[config.mk]
export PLATFORM = sky130hd
export DESIGN_NAME = mem_stage
export DESIGN_NICKNAME = d
export VERILOG_FILES = /design/src/rtl/mem_stage_pkg.sv /design/src/rtl/mem_align.sv /design/src/rtl/mem_stage.sv
export SDC_FILE = /design/constraint.sdc
export NUM_CORES = 1
export LEC_CHECK = 0
export ABC_AREA = 1
export ABC_CLOCK_PERIOD_IN_PS = 2350
export BUFFER_PORTS_ARGS = -buffer_cell sky130_fd_sc_hd__buf_2
export CAP_MARGIN = 20
export CORE_MARGIN = 2
export CORE_UTILIZATION = 52
export CTS_BUF_LIST = sky130_fd_sc_hd__clkbuf_8 sky130_fd_sc_hd__clkbuf_16
export CTS_CLUSTER_SIZE = 30
export DETAILED_ROUTE_END_ITERATION = 12
export PLACE_DENSITY = 0.78
export SYNTH_ARGS = -nofsm -noshare
export SYNTH_HDL_FRONTEND = slang
export SYNTH_SLANG_ARGS = --single-unit
export TNS_END_PERCENT = 20
[constraint.sdc]
create_clock -name clk -period 2.35 [get_ports clk]
set_clock_uncertainty 0.2 [all_clocks]
set_input_delay 0.1175 -clock clk [delete_from_list [all_inputs] [get_ports clk]]
set_output_delay 0.1175 -clock clk [all_outputs]
set_load 0.01 [all_outputs]
[src/rtl/mem_stage_pkg.sv]
// Shared definitions for the memory-access pipeline stage.
package mem_stage_pkg;

  localparam int unsigned EXE_MEM_W = 110;
  localparam int unsigned MEM_WB_W  = 69;

  // EXE_MEM_BUS field offsets: {through[15:0], alu_data[31:0], out_data[31:0], pc[29:0]}
  localparam int unsigned IN_PC_LO  = 0;
  localparam int unsigned IN_OUT_LO = 30;
  localparam int unsigned IN_ALU_LO = 62;
  localparam int unsigned IN_TH_LO  = 94;

  // through-field bit positions
  localparam int unsigned TH_MEM_EN  = 15;
  localparam int unsigned TH_MEM_WE  = 14;
  localparam int unsigned TH_SIZE_LO = 12;
  localparam int unsigned TH_SIGN    = 11;
  localparam int unsigned TH_WB_EN   = 10;
  localparam int unsigned TH_DST_LO  = 5;

  // access size encodings
  localparam logic [1:0] SZ_B = 2'b00;
  localparam logic [1:0] SZ_H = 2'b01;
  localparam logic [1:0] SZ_W = 2'b10;

  typedef enum logic [1:0] {
    IDLE = 2'd0,
    REQ  = 2'd1,
    DONE = 2'd2
  } state_e;

endpackage

[src/rtl/mem_align.sv]
// Store lane replication / byte enables, load lane extract / extend and
// misalignment detection. Purely combinational.
module mem_align
  import mem_stage_pkg::*;
(
  input  logic [1:0]  size,
  input  logic [1:0]  addr_lo,
  input  logic        sign_ext,
  input  logic [31:0] st_data,
  input  logic [31:0] ld_word,
  output logic [31:0] st_wdata,
  output logic [3:0]  st_be,
  output logic [31:0] ld_data,
  output logic        misaligned
);

  logic [7:0]  ld_byte;
  logic [15:0] ld_half;

  assign ld_byte = ld_word[{addr_lo, 3'b000} +: 8];
  assign ld_half = addr_lo[1] ? ld_word[31:16] : ld_word[15:0];

  // Format per access size; the unused size code 2'b11 behaves as a word.
  always_comb begin
    st_wdata   = st_data;
    st_be      = 4'b1111;
    ld_data    = ld_word;
    misaligned = 1'b0;
    case (size)
      SZ_B: begin
        st_wdata = {4{st_data[7:0]}};
        st_be    = 4'b0001 << addr_lo;
        ld_data  = {{24{sign_ext & ld_byte[7]}}, ld_byte};
      end
      SZ_H: begin
        st_wdata   = {2{st_data[15:0]}};
        st_be      = addr_lo[1] ? 4'b1100 : 4'b0011;
        ld_data    = {{16{sign_ext & ld_half[15]}}, ld_half};
        misaligned = addr_lo[0];
      end
      default: begin
        misaligned = |addr_lo;
      end
    endcase
  end

endmodule

[src/rtl/mem_stage.sv]
// Memory-access pipeline stage: accepts EXE_MEM_BUS, performs loads/stores
// over a req/ack data-memory port, and presents a registered MEM_WB_BUS.
module mem_stage
  import mem_stage_pkg::*;
#(
  parameter int unsigned BUS_IN_W  = EXE_MEM_W,
  parameter int unsigned BUS_OUT_W = MEM_WB_W
) (
  input  logic                 clk,
  input  logic                 resetn,
  input  logic                 exe_valid,
  output logic                 exe_ready,
  input  logic [BUS_IN_W-1:0]  EXE_MEM_BUS,
  input  logic                 flush,
  output logic                 dm_req,
  output logic                 dm_we,
  output logic [29:0]          dm_addr,
  output logic [31:0]          dm_wdata,
  output logic [3:0]           dm_be,
  input  logic                 dm_ack,
  input  logic [31:0]          dm_rdata,
  output logic                 wb_valid,
  input  logic                 wb_ready,
  output logic [BUS_OUT_W-1:0] MEM_WB_BUS
);

  state_e      state;
  logic        kill;

  logic [15:0] in_thr;
  logic [31:0] in_alu;
  logic [31:0] in_out;
  logic [29:0] in_pc;
  logic        in_mem_en;
  logic        in_we;
  logic [1:0]  in_size;
  logic        in_sign;
  logic        in_wb_en;
  logic [4:0]  in_dst;
  logic        unused_thr_bits;

  logic [1:0]  lat_size;
  logic        lat_sign;
  logic [1:0]  lat_addr_lo;
  logic        lat_wb_en;
  logic [4:0]  lat_dst;
  logic [29:0] lat_pc;

  logic [1:0]  al_size;
  logic [1:0]  al_addr_lo;
  logic        al_sign;
  logic [31:0] al_wdata;
  logic [3:0]  al_be;
  logic [31:0] al_ld;
  logic        al_mis;
  logic [31:0] ld_result;
  logic        accept;

  assign in_thr    = EXE_MEM_BUS[IN_TH_LO  +: 16];
  assign in_alu    = EXE_MEM_BUS[IN_ALU_LO +: 32];
  assign in_out    = EXE_MEM_BUS[IN_OUT_LO +: 32];
  assign in_pc     = EXE_MEM_BUS[IN_PC_LO  +: 30];
  assign in_mem_en = in_thr[TH_MEM_EN];
  assign in_we     = in_thr[TH_MEM_WE];
  assign in_size   = in_thr[TH_SIZE_LO +: 2];
  assign in_sign   = in_thr[TH_SIGN];
  assign in_wb_en  = in_thr[TH_WB_EN];
  assign in_dst    = in_thr[TH_DST_LO +: 5];
  assign unused_thr_bits = ^in_thr[4:0];

  assign exe_ready = (state == IDLE) || ((state == DONE) && wb_ready);
  assign accept    = exe_valid && !flush && exe_ready;

  // One aligner serves both paths: REQ formats load data from the latched
  // instruction, otherwise it checks/prepares the incoming one.
  assign al_size    = (state == REQ) ? lat_size    : in_size;
  assign al_addr_lo = (state == REQ) ? lat_addr_lo : in_alu[1:0];
  assign al_sign    = (state == REQ) ? lat_sign    : in_sign;

  // Stores have no write-back data.
  assign ld_result  = dm_we ? 32'h0 : al_ld;

  mem_align u_align (
    .size       (al_size),
    .addr_lo    (al_addr_lo),
    .sign_ext   (al_sign),
    .st_data    (in_out),
    .ld_word    (dm_rdata),
    .st_wdata   (al_wdata),
    .st_be      (al_be),
    .ld_data    (al_ld),
    .misaligned (al_mis)
  );

  // Stage FSM with registered memory-port and write-back outputs.
  always_ff @(posedge clk or negedge resetn) begin
    if (!resetn) begin
      state       <= IDLE;
      kill        <= 1'b0;
      dm_req      <= 1'b0;
      dm_we       <= 1'b0;
      dm_addr     <= '0;
      dm_wdata    <= '0;
      dm_be       <= '0;
      wb_valid    <= 1'b0;
      MEM_WB_BUS  <= '0;
      lat_size    <= '0;
      lat_sign    <= 1'b0;
      lat_addr_lo <= '0;
      lat_wb_en   <= 1'b0;
      lat_dst     <= '0;
      lat_pc      <= '0;
    end else begin
      case (state)
        IDLE: begin
        end
        REQ: begin
          if (flush) kill <= 1'b1;
          if (dm_ack) begin
            dm_req <= 1'b0;
            dm_we  <= 1'b0;
            dm_be  <= '0;
            kill   <= 1'b0;
            if (kill || flush) begin
              state <= IDLE;
            end else begin
              wb_valid   <= 1'b1;
              MEM_WB_BUS <= {lat_wb_en, lat_dst, ld_result, lat_pc, 1'b0};
              state      <= DONE;
            end
          end
        end
        DONE: begin
          if (flush || (wb_ready && !exe_valid)) begin
            wb_valid <= 1'b0;
            state    <= IDLE;
          end
        end
        default: state <= IDLE;
      endcase

      // Accept is shared by IDLE and DONE (same-cycle handoff); it is placed
      // after the case so its assignments take precedence.
      if (accept) begin
        lat_size    <= in_size;
        lat_sign    <= in_sign;
        lat_addr_lo <= in_alu[1:0];
        lat_wb_en   <= in_wb_en;
        lat_dst     <= in_dst;
        lat_pc      <= in_pc;
        if (in_mem_en && al_mis) begin
          wb_valid   <= 1'b1;
          MEM_WB_BUS <= {1'b0, in_dst, 32'h0, in_pc, 1'b1};
          state      <= DONE;
        end else if (in_mem_en) begin
          wb_valid <= 1'b0;
          dm_req   <= 1'b1;
          dm_we    <= in_we;
          dm_addr  <= in_alu[31:2];
          dm_wdata <= al_wdata;
          dm_be    <= al_be;
          state    <= REQ;
        end else begin
          wb_valid   <= 1'b1;
          MEM_WB_BUS <= {in_wb_en, in_dst, in_alu, in_pc, 1'b0};
          state      <= DONE;
        end
      end
    end
  end

endmodule

# --- Yosys cells after proc, flatten, opt, wreduce, memory -nomap -nowiden ---
# Cells that the tools add are included.
classes:
  reduce_logical: 19
  n_mux: 47
  shifts: 2
  n_bitwise: 3
  eq_ne: 7
ops:
  columns: ["op", "count"]
  rows:
  - ["two-way mux 69 bit", 6]
  - ["case mux 32 bit (2 select lines)", 2]
  - ["two-way mux 32 bit", 1]
  - ["variable part select 32 x 6 -> 8 bit", 1]
  - ["two-way mux 4 bit", 6]
  - ["two-way mux 1 bit", 19]
  - ["two-way mux 16 bit", 1]
  - ["two-way mux 2 bit", 8]
  - ["case mux 4 bit (2 select lines)", 1]
  - ["inequality test 3 bit (second input constant)", 2]
  - ["case mux 2 bit (3 select lines)", 1]
  - ["AND reduction 3 bit", 2]
  - ["logical AND 1 bit", 5]
  - ["== test 2 x 1 -> 1 bit (second input constant)", 2]
  - ["zero test 2 bit", 2]
  - ["case mux 1 bit (2 select lines)", 2]
  - ["AND reduction 4 bit", 1]
  - ["<< shifter 1 x 2 -> 4 bit (first input constant)", 1]
  - ["logical OR 1 bit", 3]
  - ["inequality test 3 x 2 -> 1 bit (second input constant)", 1]
  - ["nonzero test 3 bit", 1]
  - ["bitwise AND 1 bit", 2]
  - ["== test 2 bit (second input constant)", 1]
  - ["zero test 1 bit", 2]
  - ["other kinds (5)", 5]
word_totals:
  in_bits: 148
  elab_cells: 93
  reg_bits: 182
  output_inout_bits: 139

# --- Logic depth before layout (Yosys ltp) ---
depth:
  ltp_word: 12
  depth_mapped: 15

# --- By module ---
# Synthesis repeated with hierarchy kept, for this count alone.
hier_totals:
  hier_cells: 1301
  area_unflattened_um2: 9516.6
by_module_without_submodules:
  columns: ["mod", "seq_area_each_um2", "area_each_um2", "n_inst", "cells_each"]
  rows:
  - ["mem_stage", 4554.4, 8340.5, 1, 1070]
  - ["mem_align", 0.0, 1176.1, 1, 231]

# --- Least setup slack after synthesis ---
# No wires, ideal clock.
synth_path:
  kind: "reg2reg"
  start: "register state[1]"
  end: "register MEM_WB_BUS[31]"
  arrival_time_ns: 1.774
  slack_ns: 0.259
  synth_period_minus_slack_ns: 2.091
  setup_ns: 0.117
  stages_incl_launch_ff: 11
  cell_sequence: "dfrtp_1 > inv_2 > nand2_4 > o21ai_1 > a21oi_2 > o21ai_4 > nand2_2 > buf_4 > buf_2 > nand2_1 > nand2_1"
synth_between:
  elab_chain_cells: 11
synth_lines:
  columns: ["item", "line_no", "text"]
  rows:
  - ["from (decl)", "mem_stage.sv:27", "state_e state;"]
  - ["from (signal assigned)", "mem_stage.sv:98", "state <= IDLE;"]
  - ["from (signal assigned)", "mem_stage.sv:125", "state <= IDLE;"]
  - ["from (signal assigned)", "mem_stage.sv:129", "state <= DONE;"]
  - ["== test 2 x 1 -> 1 bit", "mem_stage.sv:76, mem_stage.sv:77, mem_stage.sv:114", null]
  - ["two-way mux 2 bit (on tied branches)", "mem_stage.sv:77, mem_stage.sv:76", null]
  - ["variable part select 32 x 6 -> 8 bit, or another cell as far along", "mem_align.sv:20", "assign ld_byte = ld_word[{addr_lo, 3'b000} +: 8];"]
  - ["case mux 32 bit (2 select lines)", "mem_align.sv:29", "case (size)"]
  - ["two-way mux 32 bit", "mem_stage.sv:81", "assign ld_result = dm_we ? 32'h0 : al_ld;"]
  - ["two-way mux 69 bit", "mem_stage.sv:124", "if (kill || flush) begin"]
  - ["two-way mux 69 bit", "mem_stage.sv:119", "if (dm_ack) begin"]
  - ["two-way mux 69 bit", "mem_stage.sv:114", "case (state)"]
  - ["two-way mux 69 bit", "mem_stage.sv:155", "end else if (in_mem_en) begin"]
  - ["two-way mux 69 bit", "mem_stage.sv:151", "if (in_mem_en && al_mis) begin"]
  - ["two-way mux 69 bit *", "mem_stage.sv:144", "if (accept) begin"]
  - ["to (signal assigned)", "mem_stage.sv:128", "MEM_WB_BUS <= {lat_wb_en, lat_dst, ld_result, lat_pc, 1'b0};"]
  - ["to (signal assigned)", "mem_stage.sv:153", "MEM_WB_BUS <= {1'b0, in_dst, 32'h0, in_pc, 1'b1};"]
  - ["to (signal assigned)", "mem_stage.sv:165", "MEM_WB_BUS <= {in_wb_en, in_dst, in_alu, in_pc, 1'b0};"]
  - ["to (decl)", "mem_stage.sv:24", "output logic [BUS_OUT_W-1:0] MEM_WB_BUS"]
# Mark *: on every way between the ends. The rest lies on a longest branch, timed or not.
# A chain may end at the register's enable or synchronous reset.

# --- Final worst setup path ---
layout_path:
  start: "register state[1]"
  end: "register MEM_WB_BUS[47]"
layout_between:
  elab_chain_cells: 12
layout_lines:
  columns: ["item", "line_no", "text"]
  rows:
  - ["== test 2 x 1 -> 1 bit", null, null]
  - ["two-way mux 2 bit", "mem_stage.sv:77", "assign al_addr_lo = (state == REQ) ? lat_addr_lo : in_alu[1:0];"]
  - ["variable part select 32 x 6 -> 8 bit / two-way mux 16 bit (equally long branches)", "mem_align.sv:20, mem_align.sv:21", null]
  - ["bitwise AND 1 bit (on tied branches)", "mem_align.sv:33, mem_align.sv:38", null]
  - ["case mux 32 bit (2 select lines)", "mem_align.sv:29", null]
  - ["two-way mux 32 bit", "mem_stage.sv:81", null]
  - ["two-way mux 69 bit", "mem_stage.sv:124", null]
  - ["two-way mux 69 bit", "mem_stage.sv:119", null]
  - ["two-way mux 69 bit", "mem_stage.sv:114", null]
  - ["two-way mux 69 bit", "mem_stage.sv:155", null]
  - ["two-way mux 69 bit", "mem_stage.sv:151", null]
  - ["two-way mux 69 bit *", "mem_stage.sv:144", null]
# Marked as above.

==> flow_summary_export.csv <==
group,metric,value,unit
synthesis,synth_mux_area_frac,0.001111,
critical_path,worstSetupEndpointType,"flop",
grt,grt_usage,0.3323,
cells_and_area,syn2layout_area_growth,42.07,%
synthesis,ys_warn_count,0,
floorplanning,die_area,18400,um^2
drt,drt-total-wl,30.82,mm
synthesis,ys.flop_type,"dfrtp_1",
synthesis,synth-simple-area-share,0.3236,
timing,fin_crit_sh,0.9384,
timing,slew_viol_final,0,
clocking,cts_sinks,182,
timing,setup_ws,0.1447,ns
timing,relSlewSlack,0.6610,
grt,grt_antenna_before_repair,0,
run_status,outcome,"completed",
drt,initialDrtViolationCount,929,
synthesis,synth_top_family_by_area,"simple AND/OR/NAND/NOR gates",
drt,first_pass_iters,5,
floorplanning,core_area,17120,um^2
synthesis,ys_top_cells_by_area,"dfrtp_1 51%, nand2_1 24%, o21ai_0 6.3%",
drt,vias_per_cell,5.246,
timing,period_minus_slack,2.205,ns
synthesis,synth_cell_types,32,
cells_and_area,drive_gt1_frac,0.2354,
synthesis,synthesis.instances,1221,
floorplanning,dieHeight,135.7,um
synthesis,synth.ff_latch_count,182,
synthesis,synth.top_cell.area_share,0.5053,
timing,whs,0.01978,ns
floorplanning,ioPinCount,287,
synthesis,synth.most_common_cell,"nand2_1",
place,dp_cells,1699,
timing,tns,0,ns
floorplanning,num_rows,48,
grt,grt_pass1_vias,9421,
clocking,cts_made_buffers,17,
critical_path,r2r_start,"state[1]",
cells_and_area,fillers,1196,
power,p_per_area,979.6,nW/um^2
synthesis,synth_compound_area_frac,0.1041,
drt,drc,0,
clocking,clock_latency,0.43,ns
timing,worstMarginPinSlew,0.5085,ns
synthesis,syn_avg_cell_area,7.381,um^2
critical_path,crit_start,"state[1]",
critical_path,worstPathMaxFanout,10,
floorplanning,die_x,135.7,um
place,hpwlAfterDp,19.93,mm
drt,routedWlPerCell,16.49,um
synthesis,syn-num-nets,1369,
synthesis,synth_top_cell_by_area,"dfrtp_1",
place,portBuffers,281,
grt,grt_overflow,0,
timing,hold_viol_final,0,
timing,rsz0062_at_grt,"false",
synthesis,syn_area,9012,um^2
synthesis,synth-adder-area-share,0,
drt,vias,9805,
clocking,root_buffer,"clkbuf_16",
synthesis,synth-xor-area-share,0,
critical_path,start_kind,"flop",
power,ir_worst_vdd,0.5898,mV
clocking,cts_buffer_depth,2,
synthesis,yosysSeqAreaShare,0.5053,
timing,finalSetupViolCount,0,
synthesis,netlist_top_cells_count,"571 x nand2_1, 182 x dfrtp_1, 114 x o21ai_0",
cells_and_area,diodes,0,
synthesis,synth_edf_count,0,
floorplanning,start_util,0.5265,
cells_and_area,nNetsFinal,1779,
clocking,clk_pin_slew_worst_paths,0.07,ns
min_path,hp-class,"input port to async pin",
cells_and_area,fin_cells,1869,
clocking,cts_tree,"done",
synthesis,synthArstFlopShare,1.000,
critical_path,crit_arrival,2.33,ns
power,p_leak,6.973,nW
place,dp_slack,0.06456,ns
grt,grt_max_degree,61,
critical_path,crit_type,"flop to flop",
place,gp_congestion,0.9480,
drt,ant_nets,0,
job,maxCapViolCount,0,
critical_path,reg2reg_slack,0.14,ns
critical_path,required,2.47,ns
clocking,cts.htree.levels,4,
timing,fmax,0.4535,GHz
grt,grt_pass1_wl,47.59,mm
[worst max-delay path: stages (launching register included)]
cell and delay (ns):
dfrtp_1 0.44, inv_2 0.11, nand3_1 0.19, nand2_2 0.21, nand2_1 0.07, nand2_1 0.06, nand2_1 0.09, nand4_4 0.21
nand3_2 0.23, nand2_1 0.12, nand2_1 0.06, nand2_1 0.06, nand2_1 0.04
[metal layers]
layer,routed length [um],GRT usage,share of wire,vias up
met5,0,0,0,-
met3,2520,0.07819,0.082,98
met1,11900,0.4032,0.39,4542
met4,1288,0.1528,0.042,0
li1,-,-,-,4669
met2,15110,0.5626,0.49,496
[state kept, by name, indices dropped and copies added (netlist names), 2 cells and up]
name / cells
MEM_WB_BUS: 69
dm_addr: 30
dm_be: 4
dm_wdata: 32
lat_addr_lo: 2
lat_dst: 5
lat_pc: 30
lat_size: 2
state: 2
[cells by family after synthesis]
kind of cell,after synthesis
AND/OR/NAND/NOR,726
buffers and inverters,140
AO/OA/AOI/OAI,172
multiplexers,1
flip-flops,182
[layout by cell type, fill, tap and decap left out, types with 4 or more instances in the layout]
master         instances
dfrtp_1              181
o21ai_0              114
clkinv_4               4
nand2_2                5
buf_4                 32
nand2_1              568
inv_2                  7
buf_12                 8
clkbuf_16             18
nor2_1                64
inv_1                 68
a21oi_1               17
clkbuf_8               4
nor2_4                 4
a31oi_1               21
buf_2                280
dlygate4sd3_1        134
o21a_1                 9
nand3_1               71
nand2_4                4
[through the flow]
step	power [mW]	utilization	area (um^2)
6_report	12.54	0.7480	12800
5_1_grt	13.33	0.7480	12800
4_1_cts	12.44	0.7435	12730
3_5_place_dp	9.408	0.6309	10800
3_3_place_gp	9.255	0.6309	10800
2_1_floorplan	7.467	-	9012
[power breakdown]
group          internal (mW)  switching (mW)  total [mW]
Sequential              4.39           0.710        5.10
Clock                   1.56            1.28        2.84
Combinational           1.90            2.70        4.60
[cell type report]
| class | instances | area (um^2) | area share |
|---|---|---|---|
| flip-flops and latches | 182 | 4556 | 0.3558 |
| inverters | 74 | 277.8 | 0.02169 |
| repair buffers | 456 | 3182 | 0.2485 |
| multi-input cells | 900 | 3921 | 0.3063 |
| clock buffers | 20 | 466.7 | 0.03645 |
| well taps | 225 | 281.5 | 0.02199 |
| clock inverters | 12 | 118.9 | 0.009284 |
[what timing repair did]
| action | 4_1_cts | 5_1_grt |
|---|---|---|
| resized for setup | 0 | 7 |
| hold buffers | 134 | 0 |
| endpoints found under the hold margin | 356 | 0 |
| buffers inserted | 0 | 2 |
| endpoints found under the setup margin | 0 | 123 |
[final timing paths]
path | to | cells after the start
max | MEM_WB_BUS[47] | 12
min | lat_pc[2] | 2
max reg2reg | MEM_WB_BUS[47] | 12
min reg2reg | dm_wdata[5] | 2
max in group asynchronous | lat_pc[14] | 3
min in group clk | MEM_WB_BUS[31] | 9
Note: power is estimated with default switching activity, not from simulation.
